[src/rtl/xadc_drp_pkg.sv]
// Shared definitions for the XADC DRP responder: register map, DRP FSM states
// and the aux result formatting helper.
package xadc_drp_pkg;

    localparam logic [6:0] ADDR_AUX0 = 7'h10;
    localparam logic [6:0] ADDR_AUX1 = 7'h11;
    localparam logic [6:0] ADDR_AUX2 = 7'h12;
    localparam logic [6:0] ADDR_AUX3 = 7'h13;
    localparam logic [6:0] CFG_BASE  = 7'h40;
    localparam logic [6:0] CFG_LAST  = 7'h5F;

    typedef enum logic [1:0] {
        ST_IDLE    = 2'd0,
        ST_WAIT    = 2'd1,
        ST_RESPOND = 2'd2
    } drp_state_t;

    // 12-bit conversion results are MSB-justified in the 16-bit DRP word.
    function automatic logic [15:0] fmt_result(input logic [11:0] sample);
        return {sample, 4'h0};
    endfunction

endpackage

[src/rtl/xadc_seq_emulator.sv]
// Channel sequencer stand-in: free-running period counter, BUSY/EOS generation
// and the four aux result registers with a read port selected by aux index.
module xadc_seq_emulator
    import xadc_drp_pkg::*;
#(
    parameter int unsigned EOS_PERIOD  = 256,
    parameter int unsigned CONV_CYCLES = 16
) (
    input  logic        i_clk,
    input  logic        i_rst_n,
    input  logic [47:0] i_aux_sample,
    input  logic [1:0]  i_aux_idx,
    output logic [15:0] o_aux_data,
    output logic        o_busy,
    output logic        o_eos
);

    localparam logic [15:0] LAST_COUNT = 16'(EOS_PERIOD - 1);
    localparam logic [15:0] BUSY_START = 16'(EOS_PERIOD - CONV_CYCLES);

    logic [15:0]      r_count;
    logic [15:0]      w_count_next;
    logic [3:0][11:0] r_aux;
    logic             r_busy;
    logic             r_eos;

    assign w_count_next = (r_count == LAST_COUNT) ? 16'd0 : r_count + 16'd1;

    // BUSY/EOS are registered from the next count so they line up with the counter value.
    always_ff @(posedge i_clk or negedge i_rst_n) begin
        if (!i_rst_n) begin
            r_count <= 16'd0;
            r_aux   <= '0;
            r_busy  <= 1'b0;
            r_eos   <= 1'b0;
        end else begin
            r_count <= w_count_next;
            r_busy  <= (w_count_next >= BUSY_START);
            r_eos   <= (w_count_next == LAST_COUNT);
            if (r_count == LAST_COUNT) begin
                r_aux <= i_aux_sample;
            end
        end
    end

    assign o_aux_data = fmt_result(r_aux[i_aux_idx]);
    assign o_busy     = r_busy;
    assign o_eos      = r_eos;

endmodule

[src/rtl/xadc_drp_responder.sv]
// XADC DRP slave emulation: fixed-latency DRP read/write responder with a
// 32-entry config regfile and aux result registers fed by the sequencer.
module xadc_drp_responder
    import xadc_drp_pkg::*;
#(
    parameter int unsigned DRDY_LATENCY = 4,
    parameter int unsigned EOS_PERIOD   = 256,
    parameter int unsigned CONV_CYCLES  = 16
) (
    input  logic        clk,
    input  logic        rst,
    input  logic [6:0]  DADDR,
    input  logic        DEN,
    input  logic        DWE,
    input  logic [15:0] DI,
    output logic [15:0] DO,
    output logic        DRDY,
    output logic        BUSY,
    output logic        EOS,
    input  logic [47:0] aux_sample,
    output logic        protocol_err
);

    localparam logic [3:0] LAT_INIT = 4'(DRDY_LATENCY - 1);

    drp_state_t        r_state;
    logic [3:0]        r_lat;
    logic [6:0]        r_addr;
    logic              r_we;
    logic [15:0]       r_di;
    logic              r_drdy;
    logic [15:0]       r_do;
    logic              r_perr;
    logic [31:0][15:0] r_cfg;

    logic [15:0]       w_aux_data;
    logic [15:0]       w_rdata;
    logic              w_is_aux;
    logic              w_is_cfg;
    logic [4:0]        w_cfg_idx;

    xadc_seq_emulator #(
        .EOS_PERIOD  (EOS_PERIOD),
        .CONV_CYCLES (CONV_CYCLES)
    ) u_seq (
        .i_clk        (clk),
        .i_rst_n      (rst),
        .i_aux_sample (aux_sample),
        .i_aux_idx    (r_addr[1:0]),
        .o_aux_data   (w_aux_data),
        .o_busy       (BUSY),
        .o_eos        (EOS)
    );

    assign w_is_aux  = (r_addr >= ADDR_AUX0) && (r_addr <= ADDR_AUX3);
    assign w_is_cfg  = (r_addr >= CFG_BASE) && (r_addr <= CFG_LAST);
    assign w_cfg_idx = r_addr[4:0];

    always_comb begin
        w_rdata = 16'h0000;
        if (w_is_aux) begin
            w_rdata = w_aux_data;
        end else if (w_is_cfg) begin
            w_rdata = r_cfg[w_cfg_idx];
        end
    end

    always_ff @(posedge clk or negedge rst) begin
        if (!rst) begin
            r_state <= ST_IDLE;
            r_lat   <= 4'd0;
            r_addr  <= 7'd0;
            r_we    <= 1'b0;
            r_di    <= 16'd0;
            r_drdy  <= 1'b0;
            r_do    <= 16'd0;
            r_perr  <= 1'b0;
            r_cfg   <= '0;
        end else begin
            r_drdy <= 1'b0;
            if (DEN && (r_state != ST_IDLE)) begin
                r_perr <= 1'b1;
            end
            case (r_state)
                ST_IDLE: begin
                    if (DEN) begin
                        r_addr <= DADDR;
                        r_we   <= DWE;
                        r_di   <= DI;
                        r_lat  <= LAT_INIT;
                        if (DRDY_LATENCY == 1) begin
                            r_state <= ST_RESPOND;
                            r_drdy  <= 1'b1;
                        end else begin
                            r_state <= ST_WAIT;
                        end
                    end
                end
                ST_WAIT: begin
                    if (r_lat == 4'd1) begin
                        r_state <= ST_RESPOND;
                        r_drdy  <= 1'b1;
                    end else begin
                        r_lat <= r_lat - 4'd1;
                    end
                end
                ST_RESPOND: begin
                    // Reads latch the pre-update value; writes leave DO untouched.
                    if (r_we) begin
                        if (w_is_cfg) begin
                            r_cfg[w_cfg_idx] <= r_di;
                        end
                    end else begin
                        r_do <= w_rdata;
                    end
                    r_state <= ST_IDLE;
                end
                default: r_state <= ST_IDLE;
            endcase
        end
    end

    assign DO           = (r_drdy && !r_we) ? w_rdata : r_do;
    assign DRDY         = r_drdy;
    assign protocol_err = r_perr;

endmodule
[config.mk]
export PLATFORM = sky130hd
export DESIGN_NAME = xadc_drp_responder
export DESIGN_NICKNAME = d
export VERILOG_FILES = /design/src/rtl/xadc_drp_pkg.sv /design/src/rtl/xadc_seq_emulator.sv /design/src/rtl/xadc_drp_responder.sv
export SDC_FILE = /design/constraint.sdc
export NUM_CORES = 1
export LEC_CHECK = 0
export ABC_AREA = 1
export CORE_MARGIN = 4
export CORE_UTILIZATION = 40
export DETAILED_ROUTE_END_ITERATION = 6
export PLACE_DENSITY = 0.62
export SLEW_MARGIN = 15
export SYNTH_ARGS = -nofsm -noshare
export SYNTH_HDL_FRONTEND = slang
export SYNTH_SLANG_ARGS = --single-unit
export TNS_END_PERCENT = 30
[constraint.sdc]
create_clock -name clk -period 2.1 [get_ports clk]
set_clock_uncertainty 0.1 [all_clocks]
set_input_delay 0.42 -clock clk [delete_from_list [all_inputs] [get_ports clk]]
set_output_delay 0.42 -clock clk [all_outputs]
set_load 0.01 [all_outputs]
==> flow_summary.yaml <==
layout:
  fillers: 6850
  syn_to_final_growth_pct: 28.7
  final_cell_mix: "nand2_1, dfrtp_1, o21ai_1"
  nets: 4351
  diodes: 0
  drive_gt1_share_pct: 17.0
  layout_commonest_cell: "nand2_1"
detailed_routing:
  drc: 5
  drt_iter0_drc: 2888
  vias_per_cell: 5.07
  route.detailed.wl_per_inst_um: 18.5
  dr_total_vias: 26800
  drt_first_pass_iters: 7
  final_antenna_net_count: 0
  totalWireLength_um: 98100
placement:
  dpl.hpwl_um: 59100
  gp_congestion: 0.883
  io_buffers: 94
timing:
  hold-worst-slack_ns: 0.181
  setup_viol: 476
  fmax_mhz: 309
  finalMaxSlewViolations: 0
  slew_headroom_pct: 59.1
  hold_viol_final: 0
  fin_setup_tns_ns: -43.93
  setup_ws_ns: -1.14
  period_minus_slack_ns: 3.24
  period_share_pct: 154
  rsz0062_at_grt: "yes"
  worstMarginPinSlew_ns: 0.613
grt:
  antenna_found_initial: 0
  groute.usage.overall_pct: 24.1
  gr-total-overflow: 0
  grt_pass1_wl_um: 150000
  grt_pass1_vias: 25500
  grt_max_degree: 94
clocking:
  cts_made_buffers: 70
  path_clk_slew_ns: 0.06
  root_buffer: "clkbuf_16"
  cts_buffer_depth: 3
  clock_latency_ns: 0.62
  htreeDepth: 3
  cts_tree: "built"
  numClockSinks: 626
run:
  max-cap-violations: 0
worst_setup_path:
  critPathLaunchType: "flip-flop"
  criticalPathCategory: "flip-flop to output pin"
  worstSetupEndpointType: "output pin"
  crit_required_ns: 1.58
  rr_worst_depth: 17
  critPathMaxFanout: 7
  arrival_ns: 2.72
synth:
  synth_cell_types: 34
  synth-seq-cells: 626
  synth.net_count: 4087
  yosysWarnings: 0
  syn_area_per_cell_um2: 7.51
  synth_area_mm2: 0.0301
  yosysSeqAreaShare_pct: 52.1
  synthCells: 4008
outcome:
  violations: "DRC, setup timing"
  status: "finished with violations"
power_and_ir_drop:
  swShare_pct: 40.3
  power_frac_comb_pct: 46.3
  max-vdd-ir-drop_mv: 1.45
  p_int_mw: 29.1
  power_switching_mw: 19.6
  powerDensity_mw_per_mm2: 1260
  power.leakage_nw: 18.8
  pwr-share-seq_pct: 26.6
  clockPowerShare_pct: 27.1
die:
  placementRows: 100
  io_pins: 95
  die_h_um: 282
  die_area_mm2: 0.0797
  core_mm2: 0.0744
  die_w_um: 282
  start_util_pct: 40.4
hold_path:
  hp-class: "input pin to asynchronous set/reset pin"
[metal layers]
layer / global-route usage (%) / vias up / share of wire, %
li1: - / 12900 / -
met1: 34.7 / 12800 / 45
met2: 37.5 / 981 / 45
met3: 3.76 / 156 / 7.2
met4: 7.81 / 0 / 3.4
met5: 0 / - / 0
[repair_timing]
item                                    4_1_cts  5_1_grt
buffers inserted                             33       10
gates cloned                                 23       12
hold buffers                                  1        0
endpoints found under the setup margin      535      547
resized for setup                           299       86
pin swaps                                    72       85
hold endpoints to repair                    230        0
[synthesized netlist by cell type]
cell	n	share of area, %
o21a_1	4	0.10
nand2_4	32	1.2
or2_2	2	0.042
nand2_1	1676	21
dfrtp_1	626	52
ha_1	4	0.17
o21ai_2	20	0.58
inv_2	4	0.050
buf_2	135	2.2
buf_4	16	0.40
nor3_1	11	0.18
a21oi_1	13	0.22
nor2_8	4	0.27
buf_1	7	0.087
nand2_8	1	0.067
buf_6	9	0.34
nand3_1	25	0.42
a22oi_1	24	0.60
o22ai_1	4	0.083
clkbuf_1	87	1.1
and3_1	1	0.021
nand3b_1	1	0.025
inv_4	2	0.042
o21ai_0	57	0.95
nor2_4	1	0.037
inv_1	371	4.6
o21bai_1	1	0.025
nor4_1	1	0.021
nor2_1	357	4.5
clkinv_1	1	0.012
nor3_4	2	0.11
xor2_1	5	0.15
nand4_1	12	0.25
o21ai_1	492	8.2
[cell families (layout without fill, tap and decap cells)]
family / count (synthesis) / after routing / share of synthesized area, %
AO/OA/AOI/OAI: 615 / 615 / 10.7
XOR/XNOR: 5 / 5 / 0.146
adder cells (fa/ha/maj): 4 / 4 / 0.166
buffers and inverters: 632 / 929 / 8.89
flip-flops: 626 / 626 / 52.1
AND/OR/NAND/NOR: 2126 / 2147 / 28.0
[worst paths after layout]
check | endpoint | slack [ns] | startpoint
max | DO[5] | -1.14 | r_addr[0]$_DFFE_PN0P_
min | r_cfg[150]$_DFFE_PN0P_ | 0.18 | rst
max reg2reg | r_do[8]$_DFFE_PN0P_ | -0.19 | r_addr[0]$_DFFE_PN0P_
min reg2reg | r_do[9]$_DFFE_PN0P_ | 0.38 | r_do[9]$_DFFE_PN0P_
max in group asynchronous | r_cfg[431]$_DFFE_PN0P_ | 0.91 | rst
min in group clk | u_seq.r_aux[3]$_DFFE_PN0N_ | 0.23 | aux_sample[3]
[power by group through the flow]
stage | clock network (mW) | registers (mW) | logic, mW
finish | 13.2 | 12.9 | 22.5
floorplan | 0 | 13.1 | 9.84
global placement | 0 | 13.1 | 18.5
detailed placement | 0 | 13.1 | 18.5
CTS | 13.4 | 12.9 | 21.4
global route | 13.9 | 13.0 | 24.2
[stage by stage]
| step | utilization, % | worst slack (ns) | instance area (um2) | total power [mW] | instances |
|---|---|---|---|---|---|
| finish | 52.0 | -1.14 | 38700 | 48.7 | 5295 |
| global route | 52.0 | -1.24 | 38700 | 51.1 | 5295 |
| CTS | 51.2 | -1.14 | 38100 | 47.7 | 5276 |
| detailed placement | 45.6 | -1.00 | 34000 | 31.7 | 5094 |
| global placement | 45.6 | -0.982 | 34000 | 31.6 | 5094 |
| floorplan | - | 0.00348 | 30100 | 22.9 | 4008 |
[worst max-delay path, stage by stage, from the launching register on]
cell       delay, ns
dfrtp_4         0.56
buf_6           0.17
buf_12          0.15
clkbuf_16       0.16
nand2_2         0.05
nand2_1         0.05
nand2_1         0.05
nand2_1         0.05
nand2_1         0.08
nand2_2         0.09
nor2_1          0.11
buf_4           0.17
nand3_2         0.08
nand2_2         0.08
nand2_1         0.04
nand2_1         0.08
buf_2           0.13
[state kept, by name, summed over array words and instances (netlist names)]
name	flops
DRDY	1
protocol_err	1
r_addr	7
r_cfg	512
r_di	16
r_do	16
r_lat	4
r_state	2
r_we	1
u_seq.o_busy	1
u_seq.o_eos	1
u_seq.r_aux	48
u_seq.r_count	16
[cell type report]
cell class | instances | area [um2] | share of cell area [%]
clock inverter | 26 | 353 | 0.912
timing repair buffer | 425 | 4940 | 12.8
sequential | 626 | 15700 | 40.5
clock buffer | 100 | 2110 | 5.45
inverter | 378 | 1430 | 3.70
tap | 969 | 1210 | 3.13
multi-input combinational | 2771 | 13000 | 33.6
Power figures use the tool's default switching activity.
